**config.mk**
```make
export PLATFORM = sky130hd
export DESIGN_NAME = chan_axis_reg_slice
export DESIGN_NICKNAME = d
export VERILOG_FILES = /design/src/rtl/chan_rx_frame_checker_reg_slice.sv
export SDC_FILE = /design/constraint.sdc
export NUM_CORES = 1
export LEC_CHECK = 0
export ABC_AREA = 1
export BUFFER_PORTS_ARGS = -buffer_cell sky130_fd_sc_hd__buf_2
export CORE_ASPECT_RATIO = 1.4
export CORE_MARGIN = 2
export CORE_UTILIZATION = 58
export DETAILED_ROUTE_END_ITERATION = 8
export PLACE_DENSITY = 0.85
export SETUP_SLACK_MARGIN = 0.1
export SYNTH_ARGS = -nofsm -noshare
export SYNTH_HDL_FRONTEND = slang
export SYNTH_SLANG_ARGS = --single-unit
export TNS_END_PERCENT = 30
```
**constraint.sdc**
```tcl
create_clock -name clk -period 1.9 [get_ports clk]
set_input_delay 0.19 -clock clk [delete_from_list [all_inputs] [get_ports clk]]
set_output_delay 0.19 -clock clk [all_outputs]
set_load 0.01 [all_outputs]
```
**src/rtl/chan_rx_frame_checker_reg_slice.sv**
```systemverilog
// Two-entry skid buffer: fully registered output, 1 word/cycle under continuous ready.
module chan_axis_reg_slice #(
  parameter int W = 33
) (
  input  logic         clk,
  input  logic         rst_n,
  input  logic [W-1:0] in_data,
  input  logic         in_valid,
  output logic         in_ready,
  output logic [W-1:0] out_data,
  output logic         out_valid,
  input  logic         out_ready
);
  logic [W-1:0] skid;
  logic         skid_v;

  // in_ready depends only on registered state, so no comb path from out_ready.
  assign in_ready = !skid_v;

  always_ff @(posedge clk or negedge rst_n) begin
    if (!rst_n) begin
      out_data  <= '0;
      out_valid <= 1'b0;
      skid      <= '0;
      skid_v    <= 1'b0;
    end else if (out_ready || !out_valid) begin
      if (skid_v) begin
        out_data  <= skid;
        out_valid <= 1'b1;
        skid_v    <= 1'b0;
      end else begin
        out_valid <= in_valid;
        if (in_valid) out_data <= in_data;
      end
    end else if (in_valid && !skid_v) begin
      skid   <= in_data;
      skid_v <= 1'b1;
    end
  end
endmodule

```
# Word level (Yosys, flattened, before mapping)
# Cells that the tools add are included.
[op_classes]
mux = 5
bitwise_logic = 1
reduce_logical = 8
[ops]
columns = ["cell", "n"]
rows = [
  ["$mux 33", 2],
  ["$reduce_and 2->1", 2],
  ["$reduce_bool 2->1", 2],
  ["$mux 1", 3],
  ["$logic_not 1->1", 2],
  ["$logic_and 1x1->1", 1],
  ["$logic_or 1x1->1", 1],
  ["$not 1->1", 1],
]
[totals]
regBits = 68
input_bits = 37
output_inout_bits = 35
elab_cells = 18

# Depth between registers and ports, before layout
[depth]
ltp_word = 4
depth_mapped = 7
ltp_nobuf = 5

# Worst setup path after synthesis
# No wires, ideal clock.
[synth_timing]
path_type = "register to register"
from = "reg out_valid"
to = "reg skid[10]"
setup_ns = 0.116
arrival_time_ns = 1.010
t_required_ns = 1.784
setup_slack_ns = 0.774
path_stages_with_launch = 7
path_buffers = 1
cell_sequence = "dfrtp_1 inv_1 nor2_8 nand2_4 buf_6 nand2_1 nand2_1"
[synth_via]
elab_chain_len = 4
[synth_lines]
columns = ["element", "line", "rtl"]
rows = [
  ["start, declared", "11", "output logic out_valid,"],
  ["start signal, assigned", "32", "out_valid <= in_valid;"],
  ["$logic_not 1->1", "26", "end else if (out_ready || !out_valid) begin"],
  ["$logic_or 1x1->1", "26", ""],
  ["$not 1->1 (no line)", "-", ""],
  ["$reduce_and 2->1 (no line)", "-", ""],
  ["end signal, assigned", "36", "skid <= in_data;"],
  ["end, declared", "14", "logic [W-1:0] skid;"],
]
# Every way passes these cells.
# A chain may end at the register's enable or synchronous reset.

# Final worst setup path
[layout_timing]
from = "reg skid_v"
to = "reg out_data[21]"
[layout_via]
elab_chain_len = 2
word_cells_on_any_way = 3
[layout_lines]
columns = ["element", "line", "rtl"]
rows = [
  ["start, declared", "15", "logic skid_v;"],
  ["start signal, assigned", "25", "skid_v <= 1'b0;"],
  ["start signal, assigned", "30", "skid_v <= 1'b0;"],
  ["start signal, assigned", "37", "skid_v <= 1'b1;"],
  ["$reduce_bool 2->1 (no line)", "-", ""],
  ["$reduce_and 2->1 (no line)", "-", ""],
  ["end signal, assigned", "28", "out_data <= skid;"],
  ["end signal, assigned", "33", "if (in_valid) out_data <= in_data;"],
  ["end, declared", "10", "output logic [W-1:0] out_data,"],
]
# Several ways; a longest one is shown, not always the timed one.

==> flow_metrics.py <==
metrics = {
    "setup_path": {
        "worst_r2r_path_depth": 5,
        "worstPathArrival_ns": 1.90,
        "r2r-end": "out_data[21]",
        "r2r-start": "skid_v",
        "critical_path_class": "reg -> reg",
        "critical_path_depth": 5,
        "start_kind": "flop",
        "r2r_slack_ns": 0.27,
        "max_stage_delay_ns": 0.52,
        "path_delay_family": "simple AND/OR/NAND/NOR gates",
        "critPathBufInv": 1,
        "critPathMaxFanout": 33,
        "cp-startpoint": "skid_v",
        "endpoint": "out_data[21]",
        "cp_slowest_cell": "dfrtp_1",
        "cpMostUsedCell": "nand2_1",
        "crit_chain": "buf_4 -> nor2_4 -> nor2_8 -> nand2_1 -> nand2_1",
        "required_ns": 2.18,
        "worst_setup_path_end_kind": "flop",
    },
    "placed_design": {
        "dp.cells": 521,
        "dp_hpwl_mm": 4.50,
        "place_ws_ns": 0.305,
        "numPortBuffers": 71,
        "placed_area_um2": 3470,
        "place.gp.congestion": 0.778,
    },
    "timing": {
        "rsz0062_at_grt": "false",
        "finalCritPeriodShare_pct": 85.6,
        "setup_slack_ns": 0.274,
        "final-max-slew-violation-count": 0,
        "max_freq_mhz": 615,
        "setup-tns-final_ns": 0,
        "period_needed_ns": 1.63,
        "setup_viol_count_final": 0,
        "whs_ns": 0.0911,
        "hold_violations": 0,
        "skew_ns": 0.00682,
        "timing.slew.headroom_pct": 71.5,
        "worst_pin_slew_ns": 0.427,
    },
    "power_and_ir_drop": {
        "p_per_area_nw_per_um2": 1050,
        "vdd_drop_max_mv": 0.702,
        "leakage_nw": 2.19,
    },
    "floorplan": {
        "die_w_um": 66.5,
        "fp-row-count": 31,
        "dieArea_um2": 6090,
        "core_area_um2": 5240,
        "fp.dieH_um": 91.5,
        "floorplan.initialDensity_pct": 60.6,
        "ios": 72,
    },
    "layout": {
        "insertedDiodeCount": 0,
        "fin_nets": 504,
        "num-fill-cells": 459,
        "instances_no_fill": 536,
        "fin_area_um2": 3670,
        "drive_gt1_share_pct": 20.9,
        "area_delta_synth_final_pct": 15.8,
    },
    "global_routing": {
        "grt_max_degree": 69,
        "grt_remaining_overflow": 0,
        "grt_pass1_vias": 2628,
        "grt_pass1_wl_mm": 12.0,
        "grt_use_total_pct": 25.8,
        "antenna_found_initial": 0,
    },
    "logic_synthesis": {
        "netlist.area_leader.share_pct": 53.6,
        "netlist_instances": 401,
        "synth_edf_count": 0,
        "synthFlopType": "dfrtp_1",
        "async_flop_share_pct": 100,
        "synth_area_leaders": "dfrtp_1 (54%), nand2_1 (31%), nand3_1 (5.2%), buf_6 (3.5%), nor2_8 (1.9%)",
        "ys_ff_latch": 68,
        "yosysTopAreaCell": "dfrtp_1",
        "ys_warn_count": 0,
        "syn_area_um2": 3170,
        "yosys-top-cells-count": "nand2_1 (266), dfrtp_1 (68), nand3_1 (33)",
        "ys_seq_area_share_pct": 53.6,
        "syn_nets": 438,
        "yosysMostFrequentCell": "nand2_1",
        "ys_types": 14,
        "postSynthAreaPerCell_um2": 7.92,
    },
    "cts": {
        "cts-buffers-inserted": 9,
        "cts.sinks": 68,
        "clockBufferDepth": 2,
        "clock_latency_ns": 0.34,
        "cts_tree": "done",
        "cts_setup_buffers": 0,
        "clk_pin_slew_ns": 0.07,
        "cts-root-buf": "clkbuf_8",
        "cts-htree-levels": 3,
    },
    "routing": {
        "antenna_left": 0,
        "vias_per_cell": 5.20,
        "finalWirelength_mm": 6.95,
        "first_pass_iters": 5,
        "vias": 2785,
        "drcViolationCount": 0,
        "wl_per_cell_um": 13.0,
        "drtIter0Drc": 150,
    },
    "status": {
        "status": "finished clean",
    },
    "job": {
        "max_cap_viol_count": 0,
    },
    "hold_path": {
        "hold_class": "in -> reg",
        "hold-path-cell-count": 3,
    },
}
-- final cells by class --
| class | instances | area [um2] | area share (%) |
|---|---|---|---|
| Timing Repair Buffer | 77 | 415 | 11.3 |
| Tap cell | 66 | 82.6 | 2.25 |
| Multi-Input combinational cell | 307 | 1270 | 34.5 |
| Clock inverter | 2 | 35.0 | 0.953 |
| Inverter | 4 | 17.5 | 0.477 |
| Sequential cell | 68 | 1700 | 46.3 |
| Clock buffer | 12 | 155 | 4.22 |
-- how the worst min path moves through the flow --
| stage | from | to | slack, ns |
|---|---|---|---|
| final | in_data[1] | skid[1] | 0.09 |
| after global routing | in_data[27] | skid[27] | 0.11 |
| after CTS | in_data[26] | skid[26] | 0.09 |
| after detailed placement | rst_n | skid[22] | 0.23 |
| after global placement | rst_n | out_data[22] | 0.23 |
| after floorplan | rst_n | out_data[0] | -0.11 |
-- cell usage in the layout, fill, tap and decap left out --
master | Yosys | routed
clkbuf_8 | 0 | 11
dlygate4sd3_1 | 0 | 1
nor2_8 | 3 | 3
nand2_1 | 266 | 266
nor2_1 | 1 | 1
dfrtp_1 | 68 | 68
clkbuf_1 | 0 | 1
buf_12 | 0 | 1
nand2_2 | 1 | 1
inv_2 | 1 | 1
clkinv_2 | 0 | 1
inv_1 | 2 | 2
buf_2 | 6 | 71
nand2_4 | 2 | 2
nor2_4 | 1 | 1
nand3_1 | 33 | 33
buf_4 | 6 | 4
inv_4 | 1 | 1
bufinv_16 | 0 | 1
-- worst register-to-register path, stage by stage (launching register included) --
cell,delay (ns)
dfrtp_1,0.52
buf_4,0.35
nor2_4,0.10
nor2_8,0.38
nand2_1,0.13
nand2_1,0.08
-- power breakdown --
| group | internal [mW] | switching [mW] | total [mW] |
|---|---|---|---|
| Sequential | 1.73 | 0.149 | 1.88 |
| Combinational | 0.301 | 0.505 | 0.806 |
| Clock | 0.662 | 0.504 | 1.17 |
| Total | 2.69 | 1.16 | 3.85 |
-- stage by stage --
step | power [mW] | utilization, %
6_report | 3.85 | 70.2
5_1_grt | 4.06 | 70.2
4_1_cts | 3.86 | 70.2
3_5_place_dp | 2.70 | 66.4
3_3_place_gp | 2.67 | 66.4
2_1_floorplan | 2.41 | -
-- sequential cells by signal (all words and copies together) (netlist names) --
signal	cells
skid	33
out_data	33
skid_v	1
out_valid	1
-- kinds of logic (layout without fill, tap and decap cells) --
| group | Yosys count | in the layout | synth area share, % |
|---|---|---|---|
| flops | 68 | 68 | 53.6 |
| simple gates | 307 | 307 | 39.9 |
| buf+inv | 26 | 95 | 6.46 |
-- per-layer routing --
metal	up-vias	part of all wire [%]	GRT usage, %	wire (um)
met3	13	5.8	4.09	403
met4	0	2.2	13.1	150
met2	115	52	41.9	3600
met1	1302	40	32.9	2800
li1	1355	-	-	-
met5	-	0	0	0
-- repair_timing --
| action | CTS | global route |
|---|---|---|
| hold buffers | 1 | 0 |
| hold endpoints to repair | 68 | 0 |
| resized for setup | 0 | 0 |
| setup endpoints to repair | 0 | 0 |
Note: power is estimated with default switching activity, not from simulation.
